--- src/rtl/a0_trace_pkg.sv ---
// Shared widths and the trace entry layout for the a0 change tracer.
package a0_trace_pkg;

    localparam int unsigned TRACE_DATA_W  = 32;
    localparam int unsigned TRACE_STAMP_W = 16;
    localparam int unsigned TRACE_DEPTH   = 8;
    localparam int unsigned TRACE_CNT_W   = 8;

    typedef struct packed {
        logic [TRACE_STAMP_W-1:0] stamp;
        logic [TRACE_DATA_W-1:0]  data;
    } trace_entry_t;

endpackage

--- src/rtl/a0_trace_sync_fifo.sv ---
// First-word-fall-through FIFO; the head holds the last popped word while empty.
module sync_fifo
    import a0_trace_pkg::*;
#(
    parameter int unsigned WIDTH = TRACE_STAMP_W + TRACE_DATA_W,
    parameter int unsigned DEPTH = TRACE_DEPTH
) (
    input  logic                   clk,
    input  logic                   rst,
    input  logic                   i_push,
    input  logic [WIDTH-1:0]       i_data,
    input  logic                   i_pop,
    output logic [WIDTH-1:0]       o_data,
    output logic                   o_valid,
    output logic                   o_full,
    output logic [$clog2(DEPTH):0] o_level
);

    localparam int unsigned AW = $clog2(DEPTH);

    logic [WIDTH-1:0] r_mem [DEPTH];
    logic [AW-1:0]    r_wr_ptr;
    logic [AW-1:0]    r_rd_ptr;
    logic [AW:0]      r_level;
    logic [WIDTH-1:0] r_last;

    logic w_empty;
    logic w_full;
    logic w_pop;
    logic w_push;

    assign w_empty = (r_level == '0);
    assign w_full  = (r_level == (AW+1)'(DEPTH));
    assign w_pop   = i_pop && !w_empty;
    // A pop in the same cycle frees a slot, so a full FIFO may still accept.
    assign w_push  = i_push && (!w_full || w_pop);

    always_ff @(posedge clk or negedge rst) begin
        if (!rst) begin
            r_wr_ptr <= '0;
            r_rd_ptr <= '0;
            r_level  <= '0;
            r_last   <= '0;
        end else begin
            if (w_push) begin
                r_wr_ptr <= r_wr_ptr + 1'b1;
            end
            if (w_pop) begin
                r_rd_ptr <= r_rd_ptr + 1'b1;
                r_last   <= r_mem[r_rd_ptr];
            end
            if (w_push && !w_pop) begin
                r_level <= r_level + 1'b1;
            end else if (w_pop && !w_push) begin
                r_level <= r_level - 1'b1;
            end
        end
    end

    always_ff @(posedge clk) begin
        if (w_push) begin
            r_mem[r_wr_ptr] <= i_data;
        end
    end

    assign o_data  = w_empty ? r_last : r_mem[r_rd_ptr];
    assign o_valid = !w_empty;
    assign o_full  = w_full;
    assign o_level = r_level;

endmodule

--- src/rtl/a0_trace.sv ---
// Watches a0 for changes, queues each change with a cycle stamp, and streams
// the queue out over valid/ready so a slow consumer never stalls the core.
module a0_trace
    import a0_trace_pkg::*;
#(
    parameter int unsigned DATA_WIDTH  = TRACE_DATA_W,
    parameter int unsigned STAMP_WIDTH = TRACE_STAMP_W,
    parameter int unsigned DEPTH       = TRACE_DEPTH,
    parameter int unsigned CNT_WIDTH   = TRACE_CNT_W
) (
    input  logic                   clk,
    input  logic                   rst,
    input  logic                   en,
    input  logic [DATA_WIDTH-1:0]  a0_in,
    output logic [DATA_WIDTH-1:0]  out_data,
    output logic [STAMP_WIDTH-1:0] out_stamp,
    output logic                   out_valid,
    input  logic                   out_ready,
    output logic [$clog2(DEPTH):0] level,
    output logic [CNT_WIDTH-1:0]   dropped
);

    logic [STAMP_WIDTH-1:0] r_stamp;
    logic [DATA_WIDTH-1:0]  r_prev;
    logic                   r_first;
    logic [CNT_WIDTH-1:0]   r_dropped;

    logic                              w_event;
    logic                              w_pop;
    logic                              w_full;
    logic                              w_drop;
    logic [STAMP_WIDTH+DATA_WIDTH-1:0] w_head;

    // The first enabled sample always counts as a change.
    assign w_event = en && (r_first || (a0_in != r_prev));
    assign w_pop   = out_valid && out_ready;
    assign w_drop  = w_event && w_full && !w_pop;

    always_ff @(posedge clk or negedge rst) begin
        if (!rst) begin
            r_stamp   <= '0;
            r_prev    <= '0;
            r_first   <= 1'b1;
            r_dropped <= '0;
        end else begin
            r_stamp <= r_stamp + 1'b1;
            if (en) begin
                r_prev  <= a0_in;
                r_first <= 1'b0;
            end
            if (w_drop && (r_dropped != '1)) begin
                r_dropped <= r_dropped + 1'b1;
            end
        end
    end

    sync_fifo #(
        .WIDTH (STAMP_WIDTH + DATA_WIDTH),
        .DEPTH (DEPTH)
    ) u_fifo (
        .clk     (clk),
        .rst     (rst),
        .i_push  (w_event),
        .i_data  ({r_stamp, a0_in}),
        .i_pop   (out_ready),
        .o_data  (w_head),
        .o_valid (out_valid),
        .o_full  (w_full),
        .o_level (level)
    );

    assign {out_stamp, out_data} = w_head;
    assign dropped = r_dropped;

endmodule
--- config.mk ---
export PLATFORM = sky130hd
export DESIGN_NAME = a0_trace
export DESIGN_NICKNAME = d
export VERILOG_FILES = /design/src/rtl/a0_trace_pkg.sv /design/src/rtl/a0_trace_sync_fifo.sv /design/src/rtl/a0_trace.sv
export SDC_FILE = /design/constraint.sdc
export NUM_CORES = 1
export LEC_CHECK = 0
export BUFFER_PORTS_ARGS = -buffer_cell sky130_fd_sc_hd__buf_4
export CORE_MARGIN = 2
export CORE_UTILIZATION = 29
export DETAILED_ROUTE_END_ITERATION = 10
export PLACE_DENSITY = 0.55
export SYNTH_ARGS = -nofsm -noshare
export SYNTH_HDL_FRONTEND = slang
export SYNTH_SLANG_ARGS = --single-unit
--- constraint.sdc ---
create_clock -name clk -period 8.74 [get_ports clk]
set_input_delay 1.311 -clock clk [delete_from_list [all_inputs] [get_ports clk]]
set_output_delay 1.311 -clock clk [all_outputs]
set_load 0.01 [all_outputs]
Yosys cells after proc, flatten, opt, wreduce, memory -nomap -nowiden
Memory sizes are Yosys's and may differ from the RTL's.
Index checks and enable logic that the tools add are counted.
Storage, ports and cells
  logic and storage cells: 39
  memories: 1
  RAM bits: 384
  register bits after elaboration: 115
  bits of input ports: 36
Operators by class
  multiplexer cells: 5
  $add $sub $neg: 6
  eq/ne operators: 3
  reductions and logical operators: 16
Memory list
  u_fifo.r_mem: depth 8, bits a word 48, rd ports 1, clocked after memory_dff 0, wr ports 1, line a0_trace_sync_fifo.sv:21  | logic [WIDTH-1:0] r_mem [DEPTH];
Operators with widths (number)
  48-bit two-way mux: 1
  32-bit inequality test: 1
  16-bit by 1-bit adder with 16-bit output (second input constant): 1
  8-bit by 1-bit adder with 8-bit output (second input constant): 1
  1-bit logical AND: 8
  4-bit two-way mux: 2
  8-bit inequality test (second input constant): 1
  3-bit by 1-bit adder with 3-bit output (second input constant): 2
  4-bit by 1-bit adder with 4-bit output (second input constant): 1
  4-bit == test (second input constant): 1
  1-bit logical NOT: 4
  4-bit logical NOT: 1
  4-bit by 1-bit subtractor with 4-bit output (second input constant): 1
  1-bit logical OR: 2
  1-bit two-way mux: 2
  2-bit nonzero test: 1

Logic depth before layout (Yosys ltp)
Gate-level depths: netlist of the first run.
  depth after elaboration: 9
  depth in mapped cells: 14
  gate-level depth less buffers: 12

By module
Synthesis of the first run repeated with hierarchy kept, for this count alone.
Unflattened totals
  cells, all modules: 1248
  area, all modules: 20070.5 µm²
By module, submodules not included
  sync_fifo: area each 17435.5 µm², cells an instance 1041, times used 1
  a0_trace: area each 2635.0 µm², cells an instance 207, times used 1

Least setup slack after synthesis of the first run
No wires, ideal clock.
  path type: input to register
  start point: input port a0_in[5]
  end point: memory u_fifo.r_mem[2][0] (netlist bit), enable pin
  stages on the path: 7
  arrival: 6.744 ns
  data required time: 8.166 ns
  path slack: 1.422 ns
  path through: xor2_1 > nor4_1 > and4_1 > buf_6 > a31oi_4 > buf_6 > nor4bb_1
On the way
  cells in the longest elaborated chain, start to end: 6
Ends and longest elaborated chain
  start: declaration: line a0_trace.sv:14  | input logic [DATA_WIDTH-1:0] a0_in,
  32-bit inequality test: line a0_trace.sv:35  | assign w_event = en && (r_first || (a0_in != r_prev));
  1-bit logical OR: line a0_trace.sv:35
  1-bit logical AND: line a0_trace.sv:35
  1-bit logical AND: line a0_trace_sync_fifo.sv:36  | assign w_push = i_push && (!w_full || w_pop);
  via u_fifo.w_push: line a0_trace_sync_fifo.sv:30  | logic w_push;
  1-bit two-way mux: line a0_trace_sync_fifo.sv:61  | if (w_push) begin
  1-bit two-way mux (not written as such): line a0_trace_sync_fifo.sv:62  | r_mem[r_wr_ptr] <= i_data;
  end: declaration: line a0_trace_sync_fifo.sv:21
The timed path passes the listed nets, and every way through them passes these cells.

Final worst setup path of the first run
  start point: register u_fifo.r_rd_ptr[1]
  end point: output port out_data[6]
On the way
  cells in the longest elaborated chain, start to end: 2
Ends and longest elaborated chain
  start: declaration: line a0_trace_sync_fifo.sv:23  | logic [AW-1:0] r_rd_ptr;
  start signal: assignment: line a0_trace_sync_fifo.sv:49  | r_rd_ptr <= r_rd_ptr + 1'b1;
  memory read 8 x 48 bit
  48-bit two-way mux: line a0_trace_sync_fifo.sv:66  | assign o_data = w_empty ? r_last : r_mem[r_rd_ptr];
  end: declaration: line a0_trace.sv:15  | output logic [DATA_WIDTH-1:0] out_data,
No other way between the ends.

==> impl_metrics.sql, run 1 <==
INSERT INTO impl_metrics (metric_group, metric, value, unit) VALUES
('place', 'post-dp-hpwl', '24.7', 'mm'),
('setup_path', 'critPathKind', 'reg2out', ''),
('yosys', 'synth_enable_flop_cells', '384', ''),
('setup_path', 'timing.reg2reg.setup_slack', '5.25', 'ns'),
('sta', 'min_period_over_period', '55.7', '%'),
('power_and_ir_drop', 'power.share.clock', '29.6', '%'),
('setup_path', 'critical_path.startpoint_type', 'flip-flop', ''),
('power_and_ir_drop', 'internal_power', '5.32', 'mW'),
('detailed_routing', 'drt-total-wl', '45.0', 'mm'),
('sta', 'maxSlewHeadroom', '29.2', '%'),
('yosys', 'syn_inst', '1086', ''),
('clocking', 'cts_inserted_buffers', '53', ''),
('sta', 'finalClockSkew', '0.0340', 'ns'),
('place', 'gp_routability_congestion', '0.729', ''),
('sta', 'achievable-frequency', '0.206', 'GHz'),
('clocking', 'hold_buffers', '0', ''),
('clocking', 'clk_tree_root_cell', 'clkbuf_16', ''),
('final_layout', 'layout.cell_area.non_filler', '23200', 'sq um'),
('power_and_ir_drop', 'p_leak', '8.31', 'nW'),
('detailed_routing', 'route.detailed.vias_per_inst', '4.64', ''),
('final_layout', 'drive_above_1_share', '27.5', '%'),
('final_layout', 'num-fill-cells', '6319', ''),
('grt', 'grt_pass1_vias', '10504', ''),
('setup_path', 'cp-startpoint', 'u_fifo.r_rd_ptr[1]', ''),
('run', 'max-cap-violations', '0', ''),
('sta', 'rsz0062_at_grt', 'false', ''),
('detailed_routing', 'via_count', '9787', ''),
('sta', 'setup_ws', '3.87', 'ns'),
('worst_hold_path', 'hold_path.startpoint', 'u_fifo.r_last[6]', ''),
('final_layout', 'fin_nets', '1236', ''),
('clocking', 'clock-sinks', '499', ''),
('grt', 'grt_max_degree', '100', ''),
('worst_hold_path', 'min_path_type', 'reg2reg', ''),
('yosys', 'most_used_flip_flop_cell_after_synthesis', 'edfxtp_1', ''),
('grt', 'gr-total-overflow', '0', ''),
('grt', 'number_of_antenna_violations_at_the_first_check_in_global_routing', '4', ''),
('yosys', 'synth_cell_type_count', '46', ''),
('status', 'outcome', 'complete, no violations', ''),
('place', 'place_area', '21500', 'sq um'),
('grt', 'grt_pass1_wl', '67.8', 'mm'),
('clocking', 'cts_post_setup_buffers_inserted', '0', ''),
('clocking', 'clock_tree_buffer_depth', '3', ''),
('yosys', 'post_syn_area', '19800', 'sq um'),
('grt', 'all_layer_global_routing_usage', '13.0', '%'),
('yosys', 'ys_seq_area_share', '72.8', '%'),
('setup_path', 'critical_path.max_fanout', '62', ''),
('power_and_ir_drop', 'power.density_cell_area', '330', 'nW/um^2'),
('clocking', 'post_cts_resize_count', '0', ''),
('sta', 'max_slew_violation_count', '0', ''),
('sta', 'setup_viol_count_final', '0', ''),
('sta', 'final_critical_path_required_period', '4.87', 'ns'),
('clocking', 'clock_latency', '0.61', 'ns'),
('yosys', 'synthesis.yosys.warnings', '0', ''),
('detailed_routing', 'drtAntennaViolNets', '0', ''),
('setup_path', 'worst_flop_to_flop_path_startpoint', 'r_prev[5]', ''),
('sta', 'totalNegativeSetupSlack', '0', 'ns'),
('sta', 'hold_violations', '0', ''),
('die', 'floorplan.initialDensity', '29.4', '%'),
('die', 'core_region', '67400', 'sq um'),
('power_and_ir_drop', 'total_power', '7.66', 'mW'),
('die', 'i_o_pin_cnt', '97', ''),
('setup_path', 'critPathRequiredTime', '7.43', 'ns'),
('place', 'placement.io_buffers', '96', ''),
('final_layout', 'area_growth', '17.3', '%'),
('die', 'fp.dieArea', '70400', 'sq um'),
('clocking', 'cts_tree', 'built', ''),
('yosys', 'cells_taking_the_most_area_after_synthesis', 'edfxtp_1 (58%), dfrtp_1 (14%), mux4_2 (11%)', ''),
('yosys', 'yosysTopAreaCell', 'edfxtp_1', ''),
('detailed_routing', 'routed_wire_length_per_instance', '21.3', 'um'),
('clocking', 'clock_transition_at_the_registers_of_the_reported_paths', '0.06', 'ns'),
('yosys', 'synth_top_cell_area_share', '58.2', '%');
[metrics by stage]
step | hold WS (ns) | cells | util, %
6_report | 0.480 | 2109 | 34.5
5_1_grt | 0.490 | 2109 | 34.5
4_1_cts | 0.485 | 2109 | 34.5
3_5_place_dp | 0.471 | 2010 | 31.9
3_3_place_gp | 0.462 | 2010 | 31.9
2_1_floorplan | 0.451 | 1086 | -
[cell usage in the layout, fill, tap and decap left out, drive strengths merged, types with 5 or more instances in the layout]
master,netlist,layout
a311oi,5,5
buf,27,108
nand3,10,10
mux2,36,36
nand4,8,8
clkinvlp,0,5
nand2,61,61
nor4,7,7
bufinv,0,5
dfrtp,114,114
xnor2,17,17
clkbuf,30,77
clkinv,0,11
mux2i,48,48
mux4,96,96
o21ai,51,51
inv,4,5
a21oi,49,49
ha,7,7
xor2,42,42
edfxtp,384,384
nor2,56,56
[cell families (layout without fill, tap and decap cells)]
kind of cell             Yosys count  count (layout)  share of synthesized area (%)
XOR/XNOR                          59              59                           2.61
AND/OR/NAND/NOR                  168             168                           3.96
AO/OA/AOI/OAI                    111             111                           3.14
multiplexers                     180             180                           15.4
adder cells (fa/ha/maj)            8               8                          0.543
buffers and inverters             61             211                           1.54
flip-flops                       499             499                           72.8
[critical path, stage by stage, from the launching register on]
cell and delay, ns:
dfrtp_4 0.81, buf_4 0.90, mux4_2 0.45, mux2i_1 0.42, a21oi_1 0.15, buf_4 0.19
[cells in the mapped netlist (2+ instances only)]
cell / instances
or2_2: 3
o21ai_1: 13
and3_1: 4
mux2_2: 34
nand4_1: 8
clkbuf_1: 30
nand3_1: 10
xor2_1: 42
nor2_1: 56
nor4_1: 7
and4b_1: 3
inv_1: 4
buf_2: 16
a21oi_1: 49
a31oi_4: 2
edfxtp_1: 384
o21ai_0: 38
xnor2_1: 17
a311oi_1: 5
and4_1: 4
mux2i_1: 48
nor3_1: 2
dfrtp_1: 114
mux4_2: 96
buf_1: 3
nand2_1: 61
ha_1: 7
and2_1: 2
buf_6: 7
[worst paths after layout]
| kind | to | cells after the start |
|---|---|---|
| min in group asynchronous | u_fifo.r_last[21] | 1 |
| min | u_fifo.r_last[6] | 2 |
| min reg2reg | u_fifo.r_last[6] | 2 |
| max | out_data[6] | 5 |
| max in group asynchronous | u_fifo.r_rd_ptr[0] | 2 |
| max reg2reg | u_fifo.o_level[3] | 12 |
[per-layer routing]
layer	GRT usage (%)	up-vias	share of wire, %
met5	0	-	0.10
met4	3.15	8	1.5
met3	3.06	64	4.7
met2	22.6	171	51
met1	16.3	5101	43
li1	-	4443	-
[flip-flops by register name, summed over array words and instances, names as in the netlist]
name,flops
dropped,8
r_first,1
r_prev,32
r_stamp,16
u_fifo.o_level,4
u_fifo.r_last,48
u_fifo.r_mem,384
u_fifo.r_rd_ptr,3
u_fifo.r_wr_ptr,3
[final cells by class]
class	count	area, sq um	area share, %
Sequential cell	499	14400	62.1
Multi-Input combinational cell	526	5130	22.1
Clock buffer	77	1510	6.50
Tap cell	873	1090	4.70
Timing Repair Buffer	108	815	3.51
Clock inverter	22	253	1.09
Inverter	4	15.0	0.0646
[power by group through the flow]
stage | Combinational, mW | Sequential (mW) | Clock, mW
2_1_floorplan | 1.47 | 3.13 | 0
6_report | 2.20 | 3.20 | 2.27
3_5_place_dp | 2.28 | 3.25 | 0
5_1_grt | 2.42 | 3.24 | 2.43
3_3_place_gp | 2.27 | 3.23 | 0
4_1_cts | 2.29 | 3.20 | 2.33
Note: power is estimated with default switching activity, not from simulation.
==> inputs of run 2 (changes only) <==
--- a/config.mk
+++ b/config.mk
@@ -9,7 +9,7 @@
 export CORE_MARGIN = 2
 export CORE_UTILIZATION = 29
 export DETAILED_ROUTE_END_ITERATION = 10
-export PLACE_DENSITY = 0.55
+export PLACE_DENSITY = 0.56
 export SYNTH_ARGS = -nofsm -noshare
 export SYNTH_HDL_FRONTEND = slang
 export SYNTH_SLANG_ARGS = --single-unit
==> constraint.sdc (replaced) <==
create_clock -name clk -period 4.2 [get_ports clk]
set_input_delay 0.63 -clock clk [delete_from_list [all_inputs] [get_ports clk]]
set_output_delay 0.63 -clock clk [all_outputs]
set_load 0.01 [all_outputs]
==> run 2 against run 1 <==
  * Worst setup slack worse by 3.3 ns
  * Die area unchanged
  * Clock power up 100%
  * Non-clock buffer count up 18
  * Clock-buffer cell count up 1
  * Worst hold slack worse by 0.44 ns
  * Register-to-register slack worse by 4.2 ns
  * Cell count up 0.85%
  * Sequential share of layout area down 0.39 points
  * Largest cell class unchanged
  * Via count up 1.9%
==> impl_metrics.sql, run 2 (synthesis gave the netlist of run 1 again) <==
INSERT INTO impl_metrics (metric_group, metric, value, unit) VALUES
('sta', 'min_period_over_period', '86.7', '%'),
('die', 'chipWidth', '265', 'um'),
('setup_path', 'crit_path_top_delay_cell', 'dfrtp_4', ''),
('detailed_routing', 'drt-total-wl', '44.6', 'mm'),
('sta', 'hold_violations', '0', ''),
('sta', 'rsz0062_at_grt', 'false', ''),
('clocking', 'clk_tree_root_cell', 'clkbuf_16', ''),
('detailed_routing', 'detail_route.first_pass.iterations', '5', ''),
('clocking', 'clock_latency', '0.60', 'ns'),
('detailed_routing', 'drtAntennaViolNets', '0', ''),
('detailed_routing', 'route.detailed.drc', '0', ''),
('setup_path', 'slowest_delay', '0.86', 'ns'),
('clocking', 'clock-sinks', '499', ''),
('sta', 'worst_pin_slew', '1.03', 'ns'),
('die', 'floorplan.initialDensity', '29.4', '%'),
('power_and_ir_drop', 'comb_power_share', '29.0', '%'),
('die', 'fp.dieArea', '70400', 'sq um'),
('detailed_routing', 'via_count', '9977', ''),
('clocking', 'cts_post_setup_buffers_inserted', '0', ''),
('power_and_ir_drop', 'p_leak', '8.41', 'nW'),
('final_layout', 'layout.cells.most_common_list', 'edfxtp_1 (384), buf_4 (118), dfrtp_1 (111), mux4_2 (96), nand2_1 (60)', ''),
('power_and_ir_drop', 'pwr-share-seq', '42.5', '%'),
('setup_path', 'critPathRequiredTime', '3.57', 'ns'),
('die', 'die_h', '265', 'um'),
('sta', 'achievable-frequency', '0.275', 'GHz'),
('sta', 'final_critical_path_required_period', '3.64', 'ns'),
('clocking', 'hold_buffers', '0', ''),
('detailed_routing', 'route.detailed.vias_per_inst', '4.69', ''),
('final_layout', 'num-fill-cells', '6328', ''),
('setup_path', 'critical_path.max_fanout', '29', ''),
('final_layout', 'drive_above_1_share', '28.2', '%'),
('final_layout', 'area_growth', '18.1', '%'),
('grt', 'all_layer_global_routing_usage', '12.7', '%'),
('setup_path', 'critical_path.startpoint_type', 'flip-flop', ''),
('power_and_ir_drop', 'internal_power', '11.0', 'mW'),
('place', 'post-dp-hpwl', '25.8', 'mm'),
('power_and_ir_drop', 'power.share.clock', '28.6', '%'),
('sta', 'finalClockSkew', '0.0255', 'ns'),
('sta', 'setup_ws', '0.560', 'ns'),
('final_layout', 'utilization', '34.7', '%'),
('power_and_ir_drop', 'power.share.switching', '31.0', '%'),
('clocking', 'clock_transition_at_the_registers_of_the_reported_paths', '0.06', 'ns'),
('place', 'gp_routability_congestion', '0.675', ''),
('clocking', 'cts_tree', 'built', ''),
('grt', 'gr-total-overflow', '0', ''),
('die', 'row_count', '95', ''),
('grt', 'grt_pass1_wl', '67.2', 'mm'),
('clocking', 'post_cts_resize_count', '0', ''),
('final_layout', 'reg_top3', 'u_fifo.r_mem (384), u_fifo.r_last (48), r_prev (32)', ''),
('final_layout', 'most_frequent_standard_cell_in_the_layout_excluding_fill_and_tap_cells', 'edfxtp_1', ''),
('place', 'placement.io_buffers', '96', ''),
('detailed_routing', 'routed_wire_length_per_instance', '21.0', 'um'),
('sta', 'max_slew_violation_count', '0', ''),
('sta', 'totalNegativeSetupSlack', '0', 'ns'),
('place', 'dpl_worst_slack', '0.632', 'ns'),
('worst_hold_path', 'min_path_type', 'in2async', ''),
('power_and_ir_drop', 'switching_power', '4.95', 'mW'),
('setup_path', 'critPathKind', 'reg2out', ''),
('setup_path', 'worstPathCellList', 'buf_12, mux4_2, mux2i_1, a21oi_1, buf_4', ''),
('grt', 'number_of_antenna_violations_at_the_first_check_in_global_routing', '6', ''),
('clocking', 'htreeDepth', '2', ''),
('sta', 'setup_viol_count_final', '0', ''),
('grt', 'grt_pass1_vias', '10473', ''),
('detailed_routing', 'initialDrtViolationCount', '557', ''),
('power_and_ir_drop', 'power.density_cell_area', '682', 'nW/um^2'),
('status', 'outcome', 'complete, no violations', ''),
('setup_path', 'crit_arrival', '3.01', 'ns'),
('grt', 'grt_max_degree', '99', ''),
('run', 'max-cap-violations', '0', ''),
('sta', 'maxSlewHeadroom', '31.3', '%'),
('power_and_ir_drop', 'power.ir.vdd_worst', '347', 'uV'),
('clocking', 'cts_inserted_buffers', '52', ''),
('final_layout', 'max_ffs_per_register', '384', ''),
('die', 'core_region', '67400', 'sq um'),
('die', 'i_o_pin_cnt', '97', ''),
('clocking', 'clock_tree_buffer_depth', '3', ''),
('setup_path', 'setup.worst_path.end_class', 'primary output', ''),
('final_layout', 'top_register', 'u_fifo.r_mem', ''),
('final_layout', 'fin_nets', '1253', '');
==> run 2: changes by cell type in the layout (fill, tap and decap cells not counted), sizes merged <==
cell	previous run	this run
buf	108	126
bufinv	5	3
clkbuf	77	78
clkinv	11	12
clkinvlp	5	1
diode	0	1
inv	5	8
==> run 2: path summary, 6_finish.rpt <==
path	from	to	slack [ns]	depth (start not counted)
max reg2reg	r_prev[5]	u_fifo.o_level[3]	1.01	12
max	u_fifo.r_rd_ptr[0]	out_data[22]	0.56	5
min in group clk	a0_in[16]	u_fifo.r_mem[6][16]	0.29	1
max in group asynchronous	rst	u_fifo.r_last[42]	3.20	2
min	rst	u_fifo.r_last[18]	0.04	1
min reg2reg	u_fifo.r_last[27]	u_fifo.r_last[27]	0.48	2
==> run 2: final cells by class <==
cell class	instances	area, sq um	area share [%]
Sequential cell	499	14400	61.7
Multi-Input combinational cell	526	5120	21.9
Clock buffer	78	1480	6.33
Tap cell	873	1090	4.67
Timing Repair Buffer	126	1040	4.44
Clock inverter	20	213	0.910
Inverter	4	15.0	0.0642
Antenna cell	1	2.50	0.0107
==> run 2: worst max-delay path: cells and delay by family (launching register included) <==
kind	cells	cell delay, ns
AOI/OAI and AO/OA	1	0.13
buffers and inverters	2	0.50
muxes	2	0.88
DFF	1	0.86
==> run 2: power groups by stage <==
stage	Clock (mW)	Combinational (mW)	Sequential [mW]
global route	4.84	5.07	6.88
global placement	0	4.75	6.85
detailed placement	0	4.79	6.89
floorplan	0	3.06	6.52
CTS	4.67	4.80	6.80
finish	4.55	4.62	6.78
==> run 2: metrics by stage <==
step           cell area [sq um]  hold slack, ns  std cells  total power, mW
6_report                   23400          0.0449       2127             16.0
2_1_floorplan              19800           0.334       1086             9.57
3_5_place_dp               21700           0.471       2028             11.7
5_1_grt                    23400           0.122       2127             16.8
3_3_place_gp               21700           0.463       2028             11.6
4_1_cts                    23400           0.103       2126             16.3
==> run 2: metal layers <==
metal	global-route usage (%)	up-vias	share of wire, %
li1	-	4485	-
met1	16.1	5243	43
met2	21.8	161	50
met3	2.45	78	4.4
met4	4.29	10	2.7
met5	0	-	0.14
==> inputs of run 3 (changes only) <==
--- a/config.mk
+++ b/config.mk
@@ -9,7 +9,7 @@
 export CORE_MARGIN = 2
 export CORE_UTILIZATION = 29
 export DETAILED_ROUTE_END_ITERATION = 10
-export PLACE_DENSITY = 0.56
+export PLACE_DENSITY = 0.55
 export SYNTH_ARGS = -nofsm -noshare
 export SYNTH_HDL_FRONTEND = slang
 export SYNTH_SLANG_ARGS = --single-unit
==> constraint.sdc (replaced) <==
create_clock -name clk -period 4.4 [get_ports clk]
set_input_delay 0.66 -clock clk [delete_from_list [all_inputs] [get_ports clk]]
set_output_delay 0.66 -clock clk [all_outputs]
set_load 0.05 [all_outputs]
==> run 3 against run 2 <==
  * Clock-buffer cell count is 2 lower
  * Highest routed layer unchanged
  * Power is 5.2% higher
  * Die area stayed put
  * Routed wire length is 2.1% lower
==> impl_metrics.sql, run 3 (synthesis gave the netlist of run 1 again) <==
INSERT INTO impl_metrics (metric_group, metric, value, unit) VALUES
('setup_path', 'worst_flop_to_flop_path_startpoint', 'r_prev[26]', ''),
('grt', 'number_of_antenna_violations_at_the_first_check_in_global_routing', '6', ''),
('final_layout', 'drive_above_1_share', '28.8', '%'),
('power_and_ir_drop', 'power.share.switching', '36.1', '%'),
('final_layout', 'top_register', 'u_fifo.r_mem', ''),
('detailed_routing', 'detail_route.first_pass.iterations', '5', ''),
('detailed_routing', 'route.detailed.drc', '0', ''),
('grt', 'all_layer_global_routing_usage', '12.6', '%'),
('power_and_ir_drop', 'power.density_cell_area', '716', 'nW/um^2'),
('detailed_routing', 'routed_wire_length_per_instance', '20.5', 'um'),
('grt', 'gr-total-overflow', '0', ''),
('die', 'i_o_pin_cnt', '97', ''),
('setup_path', 'slowest_delay', '0.67', 'ns'),
('clocking', 'clock_transition_at_the_registers_of_the_reported_paths', '0.06', 'ns'),
('status', 'outcome', 'complete, no violations', ''),
('worst_hold_path', 'min_path_type', 'in2async', ''),
('place', 'gp_routability_congestion', '0.735', ''),
('sta', 'rsz0062_at_grt', 'false', ''),
('sta', 'achievable-frequency', '0.272', 'GHz'),
('die', 'floorplan.initialDensity', '29.4', '%'),
('clocking', 'post_cts_resize_count', '0', ''),
('setup_path', 'critical-path-top-delay-family', 'multiplexers', ''),
('power_and_ir_drop', 'power.share.clock', '27.4', '%'),
('final_layout', 'most_frequent_standard_cell_in_the_layout_excluding_fill_and_tap_cells', 'edfxtp_1', ''),
('clocking', 'hold_buffers', '0', ''),
('setup_path', 'timing.reg2reg.setup_slack', '0.92', 'ns'),
('detailed_routing', 'via_count', '9950', ''),
('sta', 'hold_violations', '0', ''),
('clocking', 'htreeDepth', '2', ''),
('clocking', 'cts_inserted_buffers', '53', ''),
('setup_path', 'cp-startpoint', 'u_fifo.r_rd_ptr[0]', ''),
('clocking', 'clock_latency', '0.61', 'ns'),
('detailed_routing', 'drtAntennaViolNets', '0', ''),
('die', 'fp.dieArea', '70400', 'sq um'),
('sta', 'final_critical_path_required_period', '3.67', 'ns'),
('power_and_ir_drop', 'comb_power_share', '34.8', '%'),
('final_layout', 'max_ffs_per_register', '384', ''),
('setup_path', 'worstPathCellList', 'buf_4, mux4_2, mux2i_1, a21oi_1, buf_4', ''),
('die', 'die_h', '265', 'um'),
('setup_path', 'critPathKind', 'reg2out', ''),
('sta', 'maxSlewHeadroom', '30.5', '%'),
('final_layout', 'fin_nets', '1256', ''),
('sta', 'final.hold.worst_slack', '0.0903', 'ns'),
('clocking', 'clk_tree_root_cell', 'clkbuf_16', ''),
('final_layout', 'utilization', '34.8', '%'),
('setup_path', 'critical_path.max_fanout', '18', ''),
('clocking', 'clock_tree_buffer_depth', '3', ''),
('clocking', 'cts_post_setup_buffers_inserted', '0', ''),
('sta', 'max_slew_violation_count', '0', ''),
('clocking', 'clock-sinks', '499', ''),
('die', 'core_region', '67400', 'sq um'),
('setup_path', 'crit_path_frequent_cell', 'buf_4', ''),
('final_layout', 'area_growth', '18.5', '%'),
('die', 'row_count', '95', ''),
('power_and_ir_drop', 'p_leak', '8.46', 'nW'),
('place', 'post-dp-hpwl', '26.3', 'mm'),
('grt', 'grt_pass1_wl', '66.8', 'mm'),
('sta', 'totalNegativeSetupSlack', '0', 'ns'),
('place', 'place_inst', '2030', ''),
('die', 'chipWidth', '265', 'um'),
('final_layout', 'reg_top3', 'u_fifo.r_mem (384), u_fifo.r_last (48), r_prev (32)', ''),
('sta', 'min_period_over_period', '83.4', '%'),
('run', 'max-cap-violations', '0', ''),
('grt', 'grt_pass1_vias', '10344', ''),
('place', 'placement.io_buffers', '96', ''),
('power_and_ir_drop', 'switching_power', '6.06', 'mW'),
('power_and_ir_drop', 'internal_power', '10.7', 'mW'),
('detailed_routing', 'route.detailed.vias_per_inst', '4.67', ''),
('final_layout', 'layout.cells.most_common_list', 'edfxtp_1 (384), buf_4 (123), dfrtp_1 (111), mux4_2 (96), nand2_1 (60)', ''),
('detailed_routing', 'drt-total-wl', '43.7', 'mm'),
('final_layout', 'layoutNonFillerInstCount', '2131', ''),
('sta', 'worst_pin_slew', '1.04', 'ns'),
('clocking', 'cts_tree', 'built', ''),
('power_and_ir_drop', 'pwr-share-seq', '37.9', '%'),
('setup_path', 'setup.worst_path.end_class', 'primary output', ''),
('setup_path', 'crit_arrival', '3.01', 'ns'),
('setup_path', 'critical_path.startpoint_type', 'flip-flop', ''),
('setup_path', 'critPathRequiredTime', '3.74', 'ns'),
('sta', 'finalClockSkew', '0.0282', 'ns'),
('grt', 'grt_max_degree', '99', ''),
('detailed_routing', 'initialDrtViolationCount', '728', ''),
('setup_path', 'timing.critical_path.buf_inv', '2', ''),
('setup_path', 'crit_path_top_delay_cell', 'dfrtp_4', ''),
('sta', 'setup_viol_count_final', '0', ''),
('power_and_ir_drop', 'power.ir.vdd_worst', '468', 'uV');
## run 3: cell type report
class,instances,area (sq um)
antenna,1,2.50
clock buffer,76,1490
clock inverter,24,308
fill,6309,43900
inverter,4,15.0
multi-input combinational,526,5120
sequential,499,14400
tap,873,1090
timing repair buffer,128,1010
## run 3: path summary, 6_finish.rpt
path,to,cells after the start
worst min register to register,u_fifo.r_last[42],2
max in group asynchronous,r_stamp[0],2
worst max-delay path,out_data[6],5
worst max register to register,u_fifo.o_level[3],12
worst min-delay path,u_fifo.r_last[21],1
min in group clk,u_fifo.r_mem[0][12],1
## run 3: layer usage
metal	track usage (%)	vias up	wire [um]
met5	0	-	69
met1	16.8	5192	19300
met4	3.74	10	937
met3	2.90	68	2110
li1	-	4508	-
met2	20.5	172	21200
## run 3: power by group through the flow
stage | Combinational, mW | Sequential [mW] | Clock, mW
floorplan | 4.21 | 6.31 | 0
global placement | 5.98 | 6.44 | 0
detailed placement | 6.01 | 6.47 | 0
CTS | 6.02 | 6.37 | 4.72
global route | 6.28 | 6.45 | 4.90
finish | 5.84 | 6.36 | 4.59
## run 3: stage by stage
step                      total power, mW  area [sq um]  setup WS (ns)
final                                16.8         23500          0.729
after global routing                 17.6         23500          0.524
after CTS                            17.1         23500          0.610
after detailed placement             12.5         21700          0.485
after global placement               12.4         21700          0.446
after floorplan                      10.5         19800          0.855
